File: src/rtl/ticket_vend_ctrl.sv
// Ticket vending transaction sequencer: fee latch, coin balance, one-cycle ticket, one-coin-per-ack change/refund.
// Optional build macro TVC_TIMEOUT_EN adds an idle auto-refund out of COLLECT after TIMEOUT_CYC cycles.
module ticket_vend_ctrl #(
    parameter int BAL_W       = 6,
    parameter int TIMEOUT_CYC = 1000,
    parameter int TO_W        = 16
) (
    input  logic             clk,
    input  logic             res,
    input  logic             sel,
    input  logic [3:0]       fee,
    input  logic             ci1,
    input  logic             ci5,
    input  logic             ci10,
    input  logic             cancel,
    input  logic             chg_ack,
    output logic             ticket,
    output logic             chg5,
    output logic             chg1,
    output logic             coin_rej,
    output logic             done,
    output logic             timeout,
    output logic             busy,
    output logic [BAL_W-1:0] balance,
    output logic [1:0]       state
);

    typedef enum logic [1:0] {
        S_IDLE    = 2'd0,
        S_COLLECT = 2'd1,
        S_VEND    = 2'd2,
        S_CHANGE  = 2'd3
    } state_t;

    state_t           state_q, state_nxt;
    logic [BAL_W-1:0] bal_q, bal_nxt, coin_val, fee_ext;
    logic [3:0]       fee_q, fee_nxt;
    logic             coin_any, covered, to_hit, to_fire;
    logic             coin_rej_q, done_q, timeout_q;

    // Catch a timeout constant that does not fit the counter.
    if (TIMEOUT_CYC >= (1 << TO_W)) begin : g_bad_timeout_cfg
        $error("TIMEOUT_CYC does not fit in TO_W bits");
    end

    assign coin_any = ci1 | ci5 | ci10;
    assign coin_val = (ci1  ? BAL_W'(1)  : '0)
                    + (ci5  ? BAL_W'(5)  : '0)
                    + (ci10 ? BAL_W'(10) : '0);
    assign fee_ext  = BAL_W'(fee_q);
    assign covered  = (bal_q >= fee_ext);

`ifdef TVC_TIMEOUT_EN
    logic [TO_W-1:0] to_cnt;

    // Held at zero outside COLLECT, so every entry into COLLECT starts from zero.
    always_ff @(posedge clk or negedge res) begin
        if (!res) begin
            to_cnt <= '0;
        end else if (state_q != S_COLLECT || coin_any) begin
            to_cnt <= '0;
        end else if (to_cnt != TO_W'(TIMEOUT_CYC)) begin
            to_cnt <= to_cnt + TO_W'(1);
        end
    end

    assign to_hit = (state_q == S_COLLECT) && (to_cnt == TO_W'(TIMEOUT_CYC));
`else
    assign to_hit = 1'b0;
`endif

    // Cancel and a covered fee both outrank the idle timeout.
    assign to_fire = to_hit && !cancel && !covered;

    always_comb begin
        state_nxt = state_q;
        bal_nxt   = bal_q;
        fee_nxt   = fee_q;
        case (state_q)
            S_IDLE: begin
                if (sel && fee != 4'd0) begin
                    fee_nxt   = fee;
                    bal_nxt   = '0;
                    state_nxt = S_COLLECT;
                end
            end
            S_COLLECT: begin
                bal_nxt = bal_q + coin_val;
                if (cancel)       state_nxt = S_CHANGE;
                else if (covered) state_nxt = S_VEND;
                else if (to_fire) state_nxt = S_CHANGE;
            end
            S_VEND: begin
                bal_nxt   = bal_q - fee_ext;
                state_nxt = S_CHANGE;
            end
            S_CHANGE: begin
                if (bal_q == '0) begin
                    state_nxt = S_IDLE;
                end else if (chg_ack) begin
                    bal_nxt = chg5 ? (bal_q - BAL_W'(5)) : (bal_q - BAL_W'(1));
                end
            end
            default: state_nxt = S_IDLE;
        endcase
    end

    always_ff @(posedge clk or negedge res) begin
        if (!res) begin
            state_q    <= S_IDLE;
            bal_q      <= '0;
            fee_q      <= '0;
            coin_rej_q <= 1'b0;
            done_q     <= 1'b0;
            timeout_q  <= 1'b0;
        end else begin
            state_q    <= state_nxt;
            bal_q      <= bal_nxt;
            fee_q      <= fee_nxt;
            coin_rej_q <= coin_any && (state_q != S_COLLECT);
            done_q     <= (state_q == S_CHANGE) && (bal_q == '0);
            timeout_q  <= to_fire;
        end
    end

    assign ticket   = (state_q == S_VEND);
    assign chg5     = (state_q == S_CHANGE) && (bal_q >= BAL_W'(5));
    assign chg1     = (state_q == S_CHANGE) && (bal_q != '0) && (bal_q < BAL_W'(5));
    assign busy     = (state_q != S_IDLE);
    assign coin_rej = coin_rej_q;
    assign done     = done_q;
    assign timeout  = timeout_q;
    assign balance  = bal_q;
    assign state    = state_q;

endmodule

File: config.mk
export PLATFORM = sky130hd
export DESIGN_NAME = ticket_vend_ctrl
export DESIGN_NICKNAME = d
export VERILOG_FILES = /design/src/rtl/ticket_vend_ctrl.sv
export SDC_FILE = /design/constraint.sdc
export NUM_CORES = 1
export LEC_CHECK = 0
export ABC_AREA = 1
export CORE_UTILIZATION = 40
export CTS_BUF_LIST = sky130_fd_sc_hd__clkbuf_8
export CTS_CLUSTER_DIAMETER = 60
export DETAILED_ROUTE_END_ITERATION = 7
export PLACE_DENSITY = 0.77
export SYNTH_ARGS = -nofsm -noshare
export SYNTH_HDL_FRONTEND = slang
export SYNTH_SLANG_ARGS = --single-unit
File: constraint.sdc
create_clock -name clk -period 1.8 [get_ports clk]
set_clock_uncertainty 0.05 [all_clocks]
set_input_delay 0.27 -clock clk [delete_from_list [all_inputs] [get_ports clk]]
set_output_delay 0.27 -clock clk [all_outputs]
set_load 0.01 [all_outputs]
After elaboration in Yosys (flattened, before gate mapping)
Index checks and enable logic that the tools add are counted.
{ "word_totals": {"register_bits": 14, "out_inout_bits": 15, "wordCells": 52} }
{ "classes": {"add_sub_neg": 6, "order_cmp": 3, "n_eq_ne": 9, "n_mux": 13, "bitwise_logic": 2, "reduce_logical": 14} }
{ "ops": {"columns": ["op", "n"], "rows": [
  ["6-bit 2-to-1 mux", 4],
  ["6-bit one-hot mux with 4 select lines", 1],
  ["2-bit 2-to-1 mux", 4],
  ["2-bit != test, second input constant", 4],
  ["2-bit one-hot mux with 4 select lines", 1],
  ["6-bit by 5-bit adder with 6-bit output", 1],
  ["6-bit by 3-bit >= comparator with 1-bit output, second input constant", 1],
  ["6-bit by 4-bit >= comparator with 1-bit output", 1],
  ["1-bit logical AND", 6],
  ["6-bit zero test", 1],
  ["6-bit by 3-bit < comparator with 1-bit output, second input constant", 1],
  ["3-bit AND reduction", 2],
  ["6-bit nonzero test", 1],
  ["6-bit by 1-bit subtractor with 6-bit output, second input constant", 1],
  ["6-bit by 3-bit subtractor with 6-bit output, second input constant", 1],
  ["6-bit by 4-bit subtractor with 6-bit output", 1],
  ["4-bit by 4-bit adder with 5-bit output", 1],
  ["1-bit by 3-bit adder with 4-bit output", 1],
  ["2-bit equality test, second input constant", 2],
  ["4-bit 2-to-1 mux", 1],
  ["4-bit nonzero test", 1],
  ["3-bit 2-to-1 mux", 1],
  ["3-bit != test, second input constant", 1],
  ["2-bit by 1-bit equality test with 1-bit output, second input constant", 1],
  ["6 further kinds", 7]
]} }

Depth between registers and ports, before layout
Gate-level depths: netlist of run 1.
{ "depth": {"word_depth": 6, "mapped_depth": 12, "depth_no_buf": 12} }

Worst setup path after synthesis of run 1
Ideal clock, no wire load.
{ "synth_timing": {"path_type": "reg2reg", "start": "reg bal_q[0] (netlist: balance[0])", "end": "reg state_q[0] (netlist: state[0])", "setup_time_ns": 0.131, "arrival_ns": 1.757, "t_required_ns": 1.619, "setup_slack_ns": -0.138, "stages_incl_launch_ff": 12, "n_path_buf": 0, "cell_sequence": "dfrtp_1 inv_1 ha_1 fa_1 inv_1 nand3_1 nand2_1 inv_1 nand4_1 nand3_1 nand2_1 o21ai_0"} }
{ "synth_via": {"elab_chain_cells": 3, "word_cells_on_any_way": 5} }
{ "synth_lines": {"columns": ["item", "line_no", "rtl"], "rows": [
  ["from (decl)", "36", "logic [BAL_W-1:0] bal_q, bal_nxt, coin_val, fee_ext;"],
  ["from (signal assigned)", "118", "bal_q <= bal_nxt;"],
  ["6-bit by 4-bit >= comparator with 1-bit output or 6-bit zero test (tied branches)", "51, 98", null],
  ["3-bit != test (no line) or 2-bit != test (tied branches)", null, null],
  ["3-bit AND reduction (no line) (*)", null, null],
  ["to (signal assigned)", "117", "state_q <= state_nxt;"],
  ["to (decl)", "35", "state_t state_q, state_nxt;"]
]} }
Mark *: on every way between the ends. The rest lies on a longest branch, timed or not.
A chain may end at the register's enable or synchronous reset.

Final worst setup path of run 1
{ "layout_timing": {"start": "reg bal_q[0] (netlist: balance[0])", "end": "reg bal_q[4] (netlist: balance[4])"} }
{ "layout_via": {"elab_chain_cells": 6, "word_cells_on_any_way": 13} }
{ "layout_lines": {"columns": ["item", "line_no", "rtl"], "rows": [
  ["6-bit by 3-bit >= comparator with 1-bit output", "127", "assign chg5 = (state_q == S_CHANGE) && (bal_q >= BAL_W'(5));"],
  ["1-bit logical AND", "127", null],
  ["6-bit 2-to-1 mux", "101", "bal_nxt = chg5 ? (bal_q - BAL_W'(5)) : (bal_q - BAL_W'(1));"],
  ["6-bit 2-to-1 mux", "100", "end else if (chg_ack) begin"],
  ["6-bit 2-to-1 mux", "98", "if (bal_q == '0) begin"],
  ["6-bit one-hot mux with 4 select lines", "79", "case (state_q)"]
]} }
Several ways; a longest one is shown, not always the timed one. The select of a mux whose other input is x is not followed.

==> results of run 1 <==
## stage by stage
step	setup TNS (ps)	worst slack, ps	hold WS [ps]	power [W]
2_1_floorplan	0	15.7	-75.6	0.00237
3_3_place_gp	-1590	-314	418	0.00354
3_5_place_dp	-1960	-409	432	0.00362
4_1_cts	-624	-147	286	0.00436
5_1_grt	-1150	-219	299	0.00504
6_report	-483	-115	277	0.00463
## Yosys cell counts (all sizes together) (3+ instances only)
cell / n
o22ai: 3
dfrtp: 14
nor2: 24
ha: 15
nand4: 6
inv: 42
nand2: 58
nand3: 21
o21ai: 11
a21oi: 10
buf: 3
fa: 3
## report_power, final
| group | total, W | switching (W) | leakage, nW | internal [W] |
|---|---|---|---|---|
| Combinational | 0.00372 | 0.00193 | 1.02 | 0.00179 |
| Sequential | 0.000588 | 0.000120 | 0.170 | 0.000469 |
| Clock | 0.000326 | 0.000132 | 0.0288 | 0.000194 |
| Total | 0.00463 | 0.00218 | 1.22 | 0.00245 |
## critical path, delay by kind of cell (launching register included)
kind	cells	cell delay (ps)
and+or+nand+nor	5	340
AOI/OAI and AO/OA	1	130
DFF	1	400
adders and majority gates	2	480
buffers and inverters	5	450
## path summary, 6_finish.rpt
| path | depth (start not counted) | slack [ps] | end | from |
|---|---|---|---|---|
| worst max-delay path | 13 | -110 | balance[4] | balance[0] |
| worst min-delay path | 2 | 280 | state[1] | res |
| worst max register to register | 13 | -110 | balance[4] | balance[0] |
| worst min register to register | 2 | 450 | fee_q[3] | fee_q[3] |
| max in group asynchronous | 2 | 1220 | balance[2] | res |
| min in group clk | 4 | 450 | coin_rej | ci1 |
## placed cells by master (no fill, tap or decap), drive strengths merged, types with 2 or more instances in the layout
master and n:
a21oi 10, buf 53, clkbuf 4, clkdlybuf4s50 18
dfrtp 14, dlygate4sd2 3, dlymetal6s2s 2, fa 3
ha 15, inv 42, nand2 58, nand3 21
nand4 6, nor2 24, o21ai 11, o22ai 3
## repair_timing
action	CTS	global route
gates resized for setup	42	18
endpoints found under the setup margin	10	10
pin swaps	18	19
setup buffers	13	3
## flip-flops by register name, summed over array words and instances, names as in the netlist
register and cells:
balance 6, coin_rej 1, done 1, fee_q 4, state 2
## routing by layer
layer,vias up,global-route usage [%],routed length (µm)
li1,837,-,-
met4,0,7.56,102
met2,60,44.2,2290
met1,797,27.9,1860
met5,-,0,0
met3,10,2.39,226
## final cells by class
type                    instances  area (µm²)  area share, %
inverters                      42         165           7.09
flip-flops and latches         14         354           15.2
multi-input cells             157        1050           45.0
well taps                      46        57.6           2.47
repair buffers                 76         649           27.9
clock buffers                   4        55.1           2.36
## cells by family (layout without fill, tap and decap cells)
group | Yosys count | in the layout | share of synthesized area [%]
other | 1 | 1 | 0.258
flip-flops | 14 | 14 | 24.1
AND/OR/NAND/NOR | 111 | 111 | 34.3
AO/OA/AOI/OAI | 26 | 26 | 10.8
adder cells (fa/ha/maj) | 18 | 18 | 17.0
XOR/XNOR | 1 | 1 | 0.603
buffers and inverters | 45 | 122 | 12.9
==> impl_metrics.prom, run 1 <==
# TYPE chip_impl_metric gauge
chip_impl_metric{name="row_count",unit=""} 21
chip_impl_metric{name="drt-total-wl",unit="µm"} 4470
chip_impl_metric{name="placeableCoreArea",unit="µm²"} 3420
chip_impl_metric{name="synth_cells",unit=""} 216
chip_impl_metric{name="post_dp_cell_area",unit="µm²"} 2020
chip_impl_info{name="synth_top_area_cell",value="sky130_fd_sc_hd__dfrtp_1"} 1
chip_impl_metric{name="yosysSeqAreaShare",unit="%"} 24.1
chip_impl_metric{name="effective_utilization_at_floorplan",unit="%"} 42.6
chip_impl_metric{name="average_wire_length_per_cell_after_detail_routing",unit="µm"} 13.2
chip_impl_metric{name="synth.ff_latch_count",unit=""} 14
chip_impl_metric{name="peak_supply_drop",unit="mV"} 1.03
chip_impl_metric{name="syn_to_final_growth",unit="%"} 60.2
chip_impl_metric{name="clock.fmax",unit="GHz"} 0.522
chip_impl_metric{name="vias_per_cell",unit=""} 5.03
chip_impl_info{name="grt_setup_unrepaired",value="yes"} 1
chip_impl_metric{name="floorplan.die.height",unit="µm"} 62.3
chip_impl_metric{name="syn-cell-area",unit="µm²"} 1450
chip_impl_info{name="synth_area_leaders",value="sky130_fd_sc_hd__dfrtp_1 24%, sky130_fd_sc_hd__nand2_1 14%, sky130_fd_sc_hd__ha_1 13%"} 1
chip_impl_metric{name="yosysTopAreaCellShare",unit="%"} 24.1
chip_impl_metric{name="grt_overflow",unit=""} 0
chip_impl_metric{name="final_util",unit="%"} 68.2
chip_impl_metric{name="placedCellCount",unit=""} 322
chip_impl_info{name="cts_root_buf",value="sky130_fd_sc_hd__clkbuf_8"} 1
chip_impl_metric{name="aggregate_global_route_resource_usage",unit="%"} 23.6
chip_impl_info{name="criticalPathCategory",value="reg2reg"} 1
chip_impl_metric{name="setup_slack",unit="ps"} -115
chip_impl_metric{name="number_of_global_route_vias_before_repair",unit=""} 1654
chip_impl_metric{name="final_net_count",unit=""} 324
chip_impl_metric{name="final_hold_viol_count",unit=""} 0
chip_impl_info{name="startpoint_type",value="flop"} 1
chip_impl_info{name="failing_checks",value="negative setup slack"} 1
chip_impl_metric{name="grt_max_degree",unit=""} 15
chip_impl_metric{name="clock_latency",unit="ps"} 250
chip_impl_metric{name="io-pin-count",unit=""} 27
chip_impl_metric{name="synth.avg_cell_area",unit="µm²"} 6.73
chip_impl_metric{name="antenna_found_initial",unit=""} 0
chip_impl_metric{name="p_leak",unit="nW"} 1.22
chip_impl_metric{name="synth_edf_count",unit=""} 0
chip_impl_metric{name="cts_made_buffers",unit=""} 3
chip_impl_metric{name="fin_area",unit="µm²"} 2330
chip_impl_metric{name="cts_hold_buffers",unit=""} 0
chip_impl_metric{name="fillCellCount",unit=""} 284
chip_impl_metric{name="via_count",unit=""} 1704
chip_impl_metric{name="port_buffers",unit=""} 25
chip_impl_metric{name="max-cap-violations",unit=""} 0
chip_impl_metric{name="final_cells",unit=""} 339
chip_impl_metric{name="worst-endpoint-arrival",unit="ps"} 2050
chip_impl_metric{name="grt_first_pass_wirelength",unit="µm"} 7260
chip_impl_metric{name="layout_worst_path_cycle_share",unit="%"} 106
chip_impl_metric{name="insertedDiodeCount",unit=""} 0
chip_impl_metric{name="total_power_density_per_cell_area",unit="nW/µm²"} 1990
chip_impl_metric{name="drt_first_pass_iters",unit=""} 4
chip_impl_metric{name="htreeDepth",unit=""} 1
chip_impl_metric{name="period_minus_slack",unit="ps"} 1910
chip_impl_metric{name="timing_max_transition_violations_final",unit=""} 0
chip_impl_metric{name="layout-drive-gt1-share",unit="%"} 35.2
chip_impl_metric{name="gpl.final_weighted_congestion",unit=""} 0.889
chip_impl_info{name="crit_path_top_delay_cell",value="sky130_fd_sc_hd__dfrtp_2"} 1
chip_impl_metric{name="die_area",unit="µm²"} 3880
chip_impl_metric{name="post_synth_num_cell_types",unit=""} 29
chip_impl_metric{name="synthArstFlopShare",unit="%"} 100
chip_impl_metric{name="synthesis.nets",unit=""} 246
chip_impl_metric{name="die-width",unit="µm"} 62.3
chip_impl_metric{name="post_detailed_route_drc_marker_count",unit=""} 0
chip_impl_metric{name="timing.critical_path.slowest_cell_delay",unit="ps"} 400
chip_impl_info{name="run_status",value="complete, but fails checks"} 1
chip_impl_metric{name="detailedPlacementHpwl",unit="µm"} 3190
chip_impl_info{name="postSynth.topFlopCell",value="sky130_fd_sc_hd__dfrtp_1"} 1
chip_impl_metric{name="cts_buffer_depth",unit=""} 2
chip_impl_metric{name="endpoint_required_time_on_the_critical_path",unit="ps"} 1930
chip_impl_metric{name="report.final.setup_viol",unit=""} 6
chip_impl_info{name="cts_tree",value="yes"} 1
chip_impl_info{name="path_cells",value="buf_6 > inv_6 > buf_6 > ha_4 > fa_2 > inv_2 > nand3_2 > nand2_2 > buf_4 > nand2_1 > nand3_1 > nand2_1 > a21oi_2"} 1
chip_impl_metric{name="drt_iter0_drc",unit=""} 76
chip_impl_info{name="min_path_type",value="in2async"} 1
chip_impl_metric{name="antenna_left",unit=""} 0
chip_impl_metric{name="critical_path.max_fanout",unit=""} 3
chip_impl_info{name="setup.worst_path.end_class",value="flop"} 1
chip_impl_metric{name="worst_setup_hold_path_clk_slew",unit="ps"} 70
chip_impl_metric{name="cts_sinks",unit=""} 14
chip_impl_metric{name="yosysWarnings",unit=""} 0
Note: power is estimated with default switching activity, not from simulation.
==> inputs of run 2 (changes only) <==
--- a/config.mk
+++ b/config.mk
@@ -11,6 +11,7 @@
 export CTS_CLUSTER_DIAMETER = 60
 export DETAILED_ROUTE_END_ITERATION = 7
 export PLACE_DENSITY = 0.77
+export SLEW_MARGIN = 20
 export SYNTH_ARGS = -nofsm -noshare
 export SYNTH_HDL_FRONTEND = slang
 export SYNTH_SLANG_ARGS = --single-unit
==> results of run 2 <==
The final DEF is identical to that of run 1; final timing and power are the same.
==> inputs of run 3 (changes only) <==
--- a/config.mk
+++ b/config.mk
@@ -6,7 +6,7 @@
 export NUM_CORES = 1
 export LEC_CHECK = 0
 export ABC_AREA = 1
-export CORE_UTILIZATION = 40
+export CORE_UTILIZATION = 42
 export CTS_BUF_LIST = sky130_fd_sc_hd__clkbuf_8
 export CTS_CLUSTER_DIAMETER = 60
 export DETAILED_ROUTE_END_ITERATION = 7
==> constraint.sdc (replaced) <==
create_clock -name clk -period 2.25 [get_ports clk]
set_clock_uncertainty 0.05 [all_clocks]
set_input_delay 0.3375 -clock clk [delete_from_list [all_inputs] [get_ports clk]]
set_output_delay 0.3375 -clock clk [all_outputs]
set_load 0.01 [all_outputs]
==> impl_metrics.prom, run 3 (same netlist as run 1, synthesis figures left out) <==
# TYPE chip_impl_metric gauge
chip_impl_metric{name="aggregate_global_route_resource_usage",unit="%"} 22.8
chip_impl_metric{name="average_wire_length_per_cell_after_detail_routing",unit="µm"} 12.4
chip_impl_metric{name="fin_area",unit="µm²"} 1850
chip_impl_info{name="startpoint_type",value="flop"} 1
chip_impl_metric{name="drt_first_pass_iters",unit=""} 4
chip_impl_metric{name="clock.fmax",unit="GHz"} 0.479
chip_impl_metric{name="peak_supply_drop",unit="mV"} 0.800
chip_impl_metric{name="p_leak",unit="nW"} 0.988
chip_impl_metric{name="drt-total-wl",unit="µm"} 3650
chip_impl_metric{name="detailedPlacementHpwl",unit="µm"} 2910
chip_impl_metric{name="setup_slack",unit="ps"} 163
chip_impl_metric{name="timing.critical_path.slowest_cell_delay",unit="ps"} 390
chip_impl_metric{name="die_area",unit="µm²"} 3700
chip_impl_metric{name="tightestPinTransition",unit="ps"} 711
chip_impl_metric{name="clock_power_share",unit="%"} 9.2
chip_impl_info{name="criticalPathCategory",value="reg2out"} 1
chip_impl_metric{name="hold-worst-slack",unit="ps"} 435
chip_impl_metric{name="post_dp_cell_area",unit="µm²"} 1800
chip_impl_metric{name="port_buffers",unit=""} 25
chip_impl_metric{name="p_int",unit="W"} 0.00137
chip_impl_metric{name="cts_sinks",unit=""} 14
chip_impl_metric{name="layout_worst_path_cycle_share",unit="%"} 92.7
chip_impl_metric{name="clock_latency",unit="ps"} 260
chip_impl_metric{name="endpoint_required_time_on_the_critical_path",unit="ps"} 1860
chip_impl_info{name="grt_setup_unrepaired",value="no"} 1
chip_impl_metric{name="cts_made_buffers",unit=""} 3
chip_impl_metric{name="period_minus_slack",unit="ps"} 2090
chip_impl_metric{name="critical_path.max_fanout",unit=""} 5
chip_impl_metric{name="report.final.setup_viol",unit=""} 0
chip_impl_metric{name="die-width",unit="µm"} 60.8
chip_impl_metric{name="number_of_global_route_vias_before_repair",unit=""} 1360
chip_impl_metric{name="dp_worst_setup_slack",unit="ps"} -70.2
chip_impl_metric{name="number_of_buffer_and_inverter_stages_on_the_critical_path",unit=""} 3
chip_impl_info{name="setup.worst_path.end_class",value="primary output"} 1
chip_impl_metric{name="cts_setup_buffers",unit=""} 0
chip_impl_metric{name="effective_utilization_at_floorplan",unit="%"} 45.7
chip_impl_info{name="layout_common_cells",value="56 x sky130_fd_sc_hd__nand2_1, 38 x sky130_fd_sc_hd__inv_1, 23 x sky130_fd_sc_hd__clkdlybuf4s50_1"} 1
chip_impl_info{name="cts_root_buf",value="sky130_fd_sc_hd__clkbuf_8"} 1
chip_impl_metric{name="gpl.final_weighted_congestion",unit=""} 0.904
chip_impl_info{name="run_status",value="finished clean"} 1
chip_impl_metric{name="grt_first_pass_wirelength",unit="µm"} 6150
chip_impl_info{name="path_cells",value="buf_4 > ha_1 > nand2_1 > nand4_1 > nand2_1 > inv_2 > dlygate4sd2_1"} 1
chip_impl_info{name="cts_tree",value="yes"} 1
chip_impl_metric{name="floorplan.die.height",unit="µm"} 60.8
chip_impl_metric{name="io-pin-count",unit=""} 27
chip_impl_info{name="worst_path_dominant_cell_family",value="buffers and inverters"} 1
chip_impl_metric{name="total_power_density_per_cell_area",unit="nW/µm²"} 1520
chip_impl_metric{name="maxSlewHeadroom",unit="%"} 52.4
chip_impl_metric{name="row_count",unit=""} 20
chip_impl_metric{name="cts_buffer_depth",unit=""} 2
chip_impl_metric{name="insertedDiodeCount",unit=""} 0
chip_impl_metric{name="layout-drive-gt1-share",unit="%"} 11.6
chip_impl_metric{name="placeableCoreArea",unit="µm²"} 3180
chip_impl_metric{name="grt_overflow",unit=""} 0
chip_impl_metric{name="grt_max_degree",unit=""} 15
chip_impl_metric{name="syn_to_final_growth",unit="%"} 27.4
chip_impl_metric{name="vias_per_cell",unit=""} 5.13
chip_impl_metric{name="antenna_found_initial",unit=""} 0
chip_impl_metric{name="worst-endpoint-arrival",unit="ps"} 1700
chip_impl_metric{name="power_switching_share",unit="%"} 51.1
chip_impl_info{name="min_path_type",value="reg2reg"} 1
chip_impl_metric{name="final_util",unit="%"} 58.3
chip_impl_metric{name="worst_setup_hold_path_clk_slew",unit="ps"} 70
chip_impl_info{name="crit_path_top_delay_cell",value="sky130_fd_sc_hd__dfrtp_1"} 1
chip_impl_metric{name="via_count",unit=""} 1513
chip_impl_info{name="timing.critical_path.mode_cell",value="sky130_fd_sc_hd__nand2_1"} 1
chip_impl_metric{name="switching_power_of_the_nets",unit="W"} 0.00143
chip_impl_metric{name="max-cap-violations",unit=""} 0
chip_impl_metric{name="post_detailed_route_drc_marker_count",unit=""} 0
chip_impl_metric{name="final_net_count",unit=""} 282
chip_impl_metric{name="largest_reg_flops",unit=""} 6
chip_impl_metric{name="timing_max_transition_violations_final",unit=""} 0
chip_impl_metric{name="htreeDepth",unit=""} 1
chip_impl_metric{name="power.share.combinational",unit="%"} 73.1
chip_impl_metric{name="antenna_left",unit=""} 0
chip_impl_metric{name="drt_iter0_drc",unit=""} 82
chip_impl_info{name="layout.cells.most_common",value="sky130_fd_sc_hd__nand2_1"} 1
chip_impl_metric{name="seqPwrFrac",unit="%"} 17.7
chip_impl_metric{name="final_hold_viol_count",unit=""} 0
-- run 3: changes by cell type in the layout (fill, tap and decap cells not counted), sizes merged --
cell	delta
buf	-44
clkdlybuf4s50	+5
dlymetal6s2s	-2
dlygate4sd2	-1
-- run 3: worst paths after layout --
check                      endpoint        from  cells past startpoint  slack [ps]
max                            chg5  balance[0]                      7         160
min reg2reg                fee_q[2]    fee_q[2]                      2         430
max reg2reg                state[1]  balance[0]                     12         200
min                        fee_q[2]    fee_q[2]                      2         430
min in group asynchronous  fee_q[3]         res                      1         460
max in group asynchronous  state[0]         res                      1        1240
-- run 3: area by class of cell --
class                   count  area (µm²)
repair buffers             34         315
clock buffers               4        55.1
fillers                   319        1330
well taps                  44        55.1
multi-input cells         157         918
flip-flops and latches     14         350
inverters                  42         158
-- run 3: power groups by stage --
stage	Combinational, W	Sequential [W]	Clock [W]
2_1_floorplan	0.00137	0.000518	0
3_3_place_gp	0.00200	0.000489	0
3_5_place_dp	0.00203	0.000496	0
4_1_cts	0.00204	0.000494	0.000261
5_1_grt	0.00231	0.000506	0.000281
6_report	0.00205	0.000496	0.000259
-- run 3: layer usage --
metal / track usage [%] / part of all wire [%]
met2: 38.0 / 49
met4: 8.44 / 1.6
met1: 29.8 / 44
met5: 0 / 0
met3: 3.62 / 4.6
-- run 3: worst register-to-register path, cell delays in order, from the launching register on --
cell	delay, ps
sky130_fd_sc_hd__dfrtp_1	360
sky130_fd_sc_hd__inv_2	80
sky130_fd_sc_hd__buf_4	150
sky130_fd_sc_hd__ha_1	230
sky130_fd_sc_hd__fa_1	370
sky130_fd_sc_hd__inv_1	100
sky130_fd_sc_hd__nand3_1	70
sky130_fd_sc_hd__nand2_1	120
sky130_fd_sc_hd__inv_1	60
sky130_fd_sc_hd__nand4_1	60
sky130_fd_sc_hd__nand3_1	120
sky130_fd_sc_hd__nor2_1	120
sky130_fd_sc_hd__a21oi_1	50
-- run 3: through the flow --
stage          total power, W  setup TNS [ps]  instances
2_1_floorplan         0.00189               0        216
3_3_place_gp          0.00249               0        291
3_5_place_dp          0.00253           -70.2        291
4_1_cts               0.00280               0        295
5_1_grt               0.00310               0        295
6_report              0.00281               0        295
-- run 3: timing repair --
item / 4_1_cts / 5_1_grt
hold buffers: 0 / 0
pin swaps: 1 / 0
endpoints found under the setup margin: 2 / 1
gates resized for setup: 4 / 1
